`config.mk`:
```
export PLATFORM = sky130hd
export DESIGN_NAME = rf_write_arbiter
export DESIGN_NICKNAME = d
export VERILOG_FILES = /design/src/rtl/rf_write_arbiter.sv
export SDC_FILE = /design/constraint.sdc
export NUM_CORES = 1
export LEC_CHECK = 0
export ABC_AREA = 1
export CAP_MARGIN = 15
export CORE_MARGIN = 5
export CORE_UTILIZATION = 39
export DETAILED_ROUTE_END_ITERATION = 10
export MAX_ROUTING_LAYER = met4
export PLACE_DENSITY_LB_ADDON = 0.2
export SLEW_MARGIN = 30
export SYNTH_ARGS = -nofsm -noshare
export SYNTH_HDL_FRONTEND = slang
export SYNTH_SLANG_ARGS = --single-unit
```
`constraint.sdc`:
```
create_clock -name clk -period 1.7 [get_ports clk]
set_input_delay 0.255 -clock clk [delete_from_list [all_inputs] [get_ports clk]]
set_output_delay 0.255 -clock clk [all_outputs]
set_load 0.01 [all_outputs]
```
`src/rtl/rf_write_arbiter.sv`:
```
// Shares the register-file write port between two requesters: a reset-time init
// sweep of every register, then round-robin arbitration with valid/grant handshakes.
module rf_write_arbiter #(
  parameter int unsigned   NREG         = 32,
  parameter int unsigned   AW           = 5,
  parameter int unsigned   DW           = 32,
  parameter logic [DW-1:0] INIT_VAL     = '0,
  parameter bit            ZERO_PROTECT = 1'b1
) (
  input  logic          clk,
  input  logic          rst_n,
  input  logic          m0_wreq,
  input  logic [AW-1:0] m0_wn,
  input  logic [DW-1:0] m0_wd,
  output logic          m0_wgnt,
  input  logic          m1_wreq,
  input  logic [AW-1:0] m1_wn,
  input  logic [DW-1:0] m1_wd,
  output logic          m1_wgnt,
  output logic          init_busy,
  output logic          rf_w,
  output logic [AW-1:0] rf_wn,
  output logic [DW-1:0] rf_wd
);

  typedef enum logic {ST_INIT, ST_ARB} state_t;

  state_t        state_q, state_d;
  logic [AW-1:0] cnt_q, cnt_d;
  logic          rr_q, rr_d;       // 0: m0 wins the next conflict, 1: m1 wins
  logic          w_d;
  logic [AW-1:0] wn_d;
  logic [DW-1:0] wd_d;
  logic          busy_d;
  logic          gnt0, gnt1;
  logic [AW-1:0] sel_wn;
  logic [DW-1:0] sel_wd;

  // State register and registered rf-side outputs
  always_ff @(posedge clk) begin
    if (!rst_n) begin
      state_q   <= ST_INIT;
      cnt_q     <= '0;
      rr_q      <= 1'b0;
      rf_w      <= 1'b0;
      rf_wn     <= '0;
      rf_wd     <= '0;
      init_busy <= 1'b1;
    end else begin
      state_q   <= state_d;
      cnt_q     <= cnt_d;
      rr_q      <= rr_d;
      rf_w      <= w_d;
      rf_wn     <= wn_d;
      rf_wd     <= wd_d;
      init_busy <= busy_d;
    end
  end

  // Grants are combinational from live requests so a transfer needs no extra cycle
  always_comb begin
    gnt0 = 1'b0;
    gnt1 = 1'b0;
    if (rst_n && (state_q == ST_ARB)) begin
      if (m0_wreq && (!m1_wreq || !rr_q)) begin
        gnt0 = 1'b1;
      end else if (m1_wreq) begin
        gnt1 = 1'b1;
      end
    end
  end

  assign m0_wgnt = gnt0;
  assign m1_wgnt = gnt1;
  assign sel_wn  = gnt1 ? m1_wn : m0_wn;
  assign sel_wd  = gnt1 ? m1_wd : m0_wd;

  // Next-state: sweep counter during init, winner capture during arbitration
  always_comb begin
    state_d = state_q;
    cnt_d   = cnt_q;
    rr_d    = rr_q;
    w_d     = 1'b0;
    wn_d    = rf_wn;
    wd_d    = rf_wd;
    busy_d  = init_busy;
    case (state_q)
      ST_INIT: begin
        w_d   = 1'b1;
        wn_d  = cnt_q;
        wd_d  = INIT_VAL;
        cnt_d = cnt_q + AW'(1);
        if (cnt_q == AW'(NREG - 1)) begin
          state_d = ST_ARB;
          busy_d  = 1'b0;
          cnt_d   = '0;
        end
      end
      ST_ARB: begin
        if (gnt0 || gnt1) begin
          rr_d = gnt0;
          wn_d = sel_wn;
          wd_d = sel_wd;
          w_d  = !(ZERO_PROTECT && (sel_wn == '0));
        end
      end
      default: state_d = ST_INIT;
    endcase
  end

endmodule

```
==> results.md, run 1 <==
* Result of the run: completed
* Sinks on Clock Net at 46
* Worst-case headroom to the max-slew limit at 74.2%
* Worst stage delay on the critical path at ~0.35 ns
* Number of global-route vias before repair at 2310
* CP startpoint kind: register
* Post-synthesis cell type with the largest combined area: dfxtp_1
* Unrepaired setup endpoints after global routing: false
* Total instance count after detailed placement at just over 500
* NetSw at 463 uW
* Worst-case clock skew at between 0.005 and 0.006 ns
* Power density cells at roughly 560 nW/um^2
* Total core area at 5540 um^2
* Sequential cell area at approximately 900 um^2
* CTS Root Buffer Type: clkbuf_8
* Total global routing overflow at 0
* Number of violations reported at the end of detailed-routing iteration 0 at between 100 and 150
* Inserted Clock Buffers at 5
* Global Route Usage Sum at 18.6%
* Total power draw at roughly 2.1 mW
* R2R Path Start: state_q
* Number of nets in the layout at about 520
* Upper clock frequency limit at roughly 0.63 GHz
* Maximum count of clock buffers along a single path at 2
* Worst Path Required at slightly below 2 ns
* Highest-count cells in the layout ignoring fill and taps: clkdlybuf4s50_1 (113), nor2_1 (84), nand2_1 (52), dfxtp_1 (45), a21oi_1 (37)
* Most frequent standard cell in the layout excluding fill and tap cells: clkdlybuf4s50_1
* Portion of synthesized cell area occupied by the leading cell type at approximately two fifths
* Portion of the clock cycle consumed by the worst path in the final layout at 93.3%
* Total of endpoints with negative setup slack in the final report at 0
* Worst ir drop on vdd at about 0.31 mV
* Final Core Density at between 60% and 70%
* Number of fill cells in the layout at 509
* Die span in y at around 86 um
* Net count of the mapped netlist at roughly 400
* Antenna violations before repair at 0
* Number of port buffers at around 120
* Worst setup endpoint: rf_wd[1]
* Crit path capture type: register
* Die X at between 80 and 90 um
* Worst hold-check path type: input port to register
* CTS Hold Buffers Added at 0
* Portion of total power attributed to the clock network at roughly 33%
* Worst Setup SP: state_q
* Proportion of layout cells with a drive suffix above 1 at a little over 9%
* Combinational cell fraction of total power at about 14%
* Wire length of the first global-routing pass at ~11000 um
* Cell-by-cell listing of the critical path: nand2_4 -> nor2_8 -> buf_4 -> nor2_8 -> inv_2 -> nor2_4 -> clkbuf_16 -> nand2_1 -> a21oi_1
* Endpoints failing hold at 0
* Share of total power in sequential cells at 52.9%
* Maximum Capacitance Violations at 0
* Number of nets with antenna violations after routing at 0
* H-tree levels at 2
* Antenna fix cells at 0
* YS warnings at 0
* Post-synthesis area per instance at 6.93 um^2
* Drt wl/cell at 13.6 um
* Switching part of the total at around 22%
* Leakage power figure at roughly 1.5 nW
* Synth top area cells: dfxtp_1 (41%), nor2_1 (14%), a21oi_1 (9.0%), nand2_1 (8.9%), o21ai_0 (5.4%)
* Global placement routability congestion at 0.829
* Final standard cell count with taps included and fillers excluded at 516
* Worst setup path class: register to register
* # Post-CTS Setup Buffers at 0
* Total wire length after detailed routing at 7040 um
* Via total after detailed routing at 2500
* Post-route worst hold slack at roughly 0.38 ns
* Master of the slowest instance on the critical path: dfxtp_1
* Area of the mapped netlist at 2230 um^2
* Max Transition Viols Final at 0
* Final critical delay including setup and external delays at ~1.6 ns
* Count of cells along the worst register-to-register path at 9
* Gate count after technology mapping at between 300 and 400
* Top fanout value on the critical path at 8
* Initial standard-cell utilization of the core at between 40% and 50%
* Area taken by multi-input logic gates at around 1100 um^2
* First drt pass iteration count at 4
* Number of synthesized register bits at between 40 and 50
* Total internal power at ~1.6 mW
* Data arrival time of the critical path at around 1.8 ns
* Standard-cell row count at 27
* Total Negative Setup Slacks at 0 ns
* Area added between synthesis and finish at 65.4%
* Area of the die at 7320 um^2
* Slack of the worst reg-to-reg path at about 0.11 ns
* Clock transition at path regs at approximately 0.08 ns
* Clock Latency Late Sink at between 0.2 and 0.3 ns
* Remaining design rule violation count at 0
* CTS tree: yes
* Detailed-placement wirelength estimate at just over 5000 um
* Distinct cell type count of the synthesized netlist at 21
* Dominant cell type by count on the critical path: nor2_8
* Share of synthesized area occupied by flip-flops and latches at between 40% and 50%
* Worst-Margin Slew at 0.387 ns
* I/O pin count at roughly 120
* Per-cell via count in the routed design at 4.84
* Endpoint of the worst register-to-register path: rf_wd[1]
* Largest net degree at the start of global routing at 39
==> cell families (layout without fill, tap and decap cells) <==
logic type | count (synthesis) | count (layout) | share of synthesized area (%)
simple gates | 164 | 164 | 31.9
buf+inv | 32 | 155 | 8.26
flops | 46 | 46 | 41.4
fa+ha+maj | 2 | 2 | 1.12
compound gates | 77 | 77 | 17.4
==> metal layers <==
metal / part of all wire [%] / global-route usage (%) / vias to the layer above
met1: 45 / 22.9 / 1120
met2: 48 / 30.8 / 91
met3: 6.2 / 4.71 / 9
met4: 1.1 / 4.32 / 0
li1: - / - / 1280
met5: 0 / - / -
==> how the worst min path moves through the flow <==
stage               from  slack [ns]  cells past startpoint         to
5_1_grt            rst_n        0.38                      3  init_busy
2_1_floorplan      rst_n        0.32                      1  init_busy
6_report           rst_n        0.38                      3  init_busy
3_5_place_dp   init_busy        0.45                      2  init_busy
3_3_place_gp   init_busy        0.44                      2  init_busy
4_1_cts        init_busy        0.46                      2  init_busy
==> metrics by stage <==
step / instance area, um^2 / worst slack [ns]
detailed placement: 3510 / -0.233
finish: 3680 / 0.114
floorplan: 2230 / 0.371
global placement: 3510 / -0.180
CTS: 3600 / 0.0636
global route: 3680 / 0.0163
==> timing repair <==
item,CTS,global route
cloned,0,3
endpoints found under the setup margin,2,7
resized for setup,2,9
pin swaps,0,5
==> registers in the layout (all words and copies together) (netlist names) <==
register	cells
rr_q	1
init_busy	1
rf_w	1
rf_wd	32
cnt_q	5
state_q	1
rf_wn	5
==> worst max-delay path: cells and delay by family (launching register included) <==
family,cells,cell delay (ns)
buffers and inverters,3,0.44
DFF,1,0.35
AOI/OAI and AO/OA,1,0.13
and+or+nand+nor,5,0.58
==> synth_stat cells, drive strengths merged <==
master and count:
dfxtp 46, clkbuf 7, o21ai 36, inv 11
nor2 88, nand2 59, buf 14, nand3 11
a31oi 1, nor3 6, a21oi 40, ha 2
==> area by class of cell <==
| type | count | share of cell area (%) |
|---|---|---|
| timing repair buffer | 136 | 38.0 |
| clock buffer | 7 | 2.34 |
| inverter | 11 | 1.12 |
| sequential | 46 | 25.0 |
| clock inverter | 1 | 0.136 |
| multi-input combinational | 243 | 31.0 |
| tap | 72 | 2.45 |
==> power by group through the flow <==
stage               clock network [mW]  registers [mW]  logic, mW
global placement                     0            1.12      0.286
detailed placement                   0            1.12      0.289
global route                     0.744            1.10      0.315
CTS                              0.708            1.10      0.291
finish                           0.685            1.10      0.290
floorplan                            0            1.12     0.0768
Note: power is estimated with default switching activity, not from simulation.
==> run 2: changes to the inputs <==
Settings changed: SETUP_SLACK_MARGIN set to 0.05, SKIP_CTS_REPAIR_TIMING set to 1.
==> run 2 against run 1 <==
  * Critical endpoint is now m0_wgnt
  * Largest power group unchanged
  * Clock-buffer cell count unchanged
  * Fmax is 2.8% higher
  * Clock power about the same
  * Register-to-register slack better by 0.04 ns
  * Combinational power barely moved
==> results.md, run 2 (same netlist as run 1, synthesis figures left out) <==
* Result of the run: completed
* Final worst slack at 0.157 ns
* Inserted Clock Buffers at 5
* Antenna violations before repair at 0
* Highest-count cells in the layout ignoring fill and taps: clkdlybuf4s50_1 (113), nor2_1 (84), nand2_1 (50), dfxtp_1 (45), a21oi_1 (37)
* CTS tree: yes
* Post-route worst hold slack at between 0.3 and 0.4 ns
* Data arrival time of the critical path at between 1 and 1.5 ns
* Die span in y at approximately 86 um
* Total wire length after detailed routing at roughly 7000 um
* Largest net degree at the start of global routing at 39
* Number of port buffers at around 120
* Sinks on Clock Net at between 40 and 50
* Worst-case headroom to the max-slew limit at about three quarters
* Number of nets with antenna violations after routing at 0
* Worst Path Required at 1.44 ns
* Worst-Margin Slew at slightly below 0.4 ns
* Area added between synthesis and finish at 66.3%
* Total core area at 5540 um^2
* Area of the die at 7320 um^2
* I/O pin count at approximately 120
* Standard-cell row count at 27
* Total routed wire length on the met1 layer at a little over 3000 um
* Worst ir drop on vdd at around 0.31 mV
* Max Transition Viols Final at 0
* Met3 wirelength from detailed routing at 489 um
* Proportion of layout cells with a drive suffix above 1 at 9.89%
* Remaining design rule violation count at 0
* Final critical delay including setup and external delays at approximately 1.5 ns
* Via total after detailed routing at around 2500
* Detailed-placement wirelength estimate at 5050 um
* Top Registers: rf_wd (32), cnt_q (5), rf_wn (5)
* Per-cell via count in the routed design at 4.83
* Total global routing overflow at 0
* Portion of the clock cycle consumed by the worst path in the final layout at slightly above 90%
* Maximum count of clock buffers along a single path at 2
* H-tree levels at 2
* Global Route Usage Sum at ~19%
* Max reg flops at 32
* Leakage power figure at between 1.5 and 2 nW
* Drt wl/cell at about 14 um
* Clock transition at path regs at approximately 0.08 ns
* Design Area, Final at roughly 3700 um^2
* First drt pass iteration count at 4
* Most frequent standard cell in the layout excluding fill and tap cells: clkdlybuf4s50_1
* Initial standard-cell utilization of the core at roughly 40%
* Final standard cell count with taps included and fillers excluded at about 520
* Top fanout value on the critical path at 3
* Total instance count after detailed placement at approximately 510
* Number of global-route vias before repair at 2312
* Setup WS pre-CTS at -0.233 ns
* Largest reg by FF count: rf_wd
* Crit path capture type: output port
* Total power draw at between 2 and 2.5 mW
* Number of nets in the layout at 524
* Worst setup path class: register to output port
* Number of fill cells in the layout at roughly 500
* Die X at 85.5 um
* CTS Root Buffer Type: clkbuf_8
* Total of endpoints with negative setup slack in the final report at 0
* Upper clock frequency limit at roughly 0.65 GHz
* Worst hold-check path type: input port to register
* Highest Signal Layer: met4
* CP startpoint kind: register
* Worst-case clock skew at about 0.0045 ns
* Wire length of the first global-routing pass at around 11000 um
* Maximum Capacitance Violations at 0
* Number of violations reported at the end of detailed-routing iteration 0 at 88
* Met2 WL at 3370 um
* Power density cells at 560 nW/um^2
* Global placement routability congestion at about 0.83
* Antenna fix cells at 0
* Cell Area, Placed at 3510 um^2
* Clock Latency Late Sink at 0.29 ns
* Unrepaired setup endpoints after global routing: false
* Endpoints failing hold at 0
[run 2: cell types whose count changed in the layout (fill, tap and decap cells not counted)]
cell,previous run,this run
o21ai_1,12,13
nand2_2,4,6
buf_4,12,13
o21ai_0,24,23
nand2_1,52,50
dlygate4sd2_1,2,0
dlymetal6s2s_1,3,5
[run 2: final cells by class]
cell class	instances	area [um^2]	share of cell area, %
Clock buffer	7	86.3	2.33
Clock inverter	1	5.00	0.135
Inverter	11	41.3	1.12
Multi-Input combinational cell	243	1140	30.9
Sequential cell	46	922	24.9
Tap cell	72	90.1	2.43
Timing Repair Buffer	137	1410	38.2
[run 2: power by group]
part | switching, mW | internal (mW) | total [mW]
combinational | 0.0969 | 0.193 | 0.290
sequential | 0.00895 | 1.09 | 1.10
clock | 0.359 | 0.329 | 0.688
[run 2: critical path: stages (launching register included)]
cell and delay (ns):
dfxtp_1 0.39, nand2_4 0.09, buf_4 0.15, nor2_4 0.18, dlymetal6s2s_1 0.19
[run 2: layer usage]
layer | global-route usage [%] | vias up
met1 | 22.8 | 1106
met3 | 4.71 | 11
met5 | - | -
met4 | 4.32 | 0
met2 | 30.8 | 100
li1 | - | 1281
[run 2: final timing paths]
kind                                 from   endpoint  slack (ns)  cells after the start
worst max-delay path              state_q    m0_wgnt        0.16                      4
worst min-delay path                rst_n  init_busy        0.38                      3
worst max register to register    state_q   rf_wd[1]        0.16                      9
worst min register to register  init_busy  init_busy        0.46                      2
[run 2: through the flow]
| step | utilization (%) | TNS (ns) |
|---|---|---|
| 6_report | 66.8 | 0 |
| 5_1_grt | 66.8 | 0 |
| 4_1_cts | 65.0 | -0.337 |
| 3_5_place_dp | 63.4 | -7.18 |
| 3_3_place_gp | 63.4 | -5.99 |
| 2_1_floorplan | - | 0 |
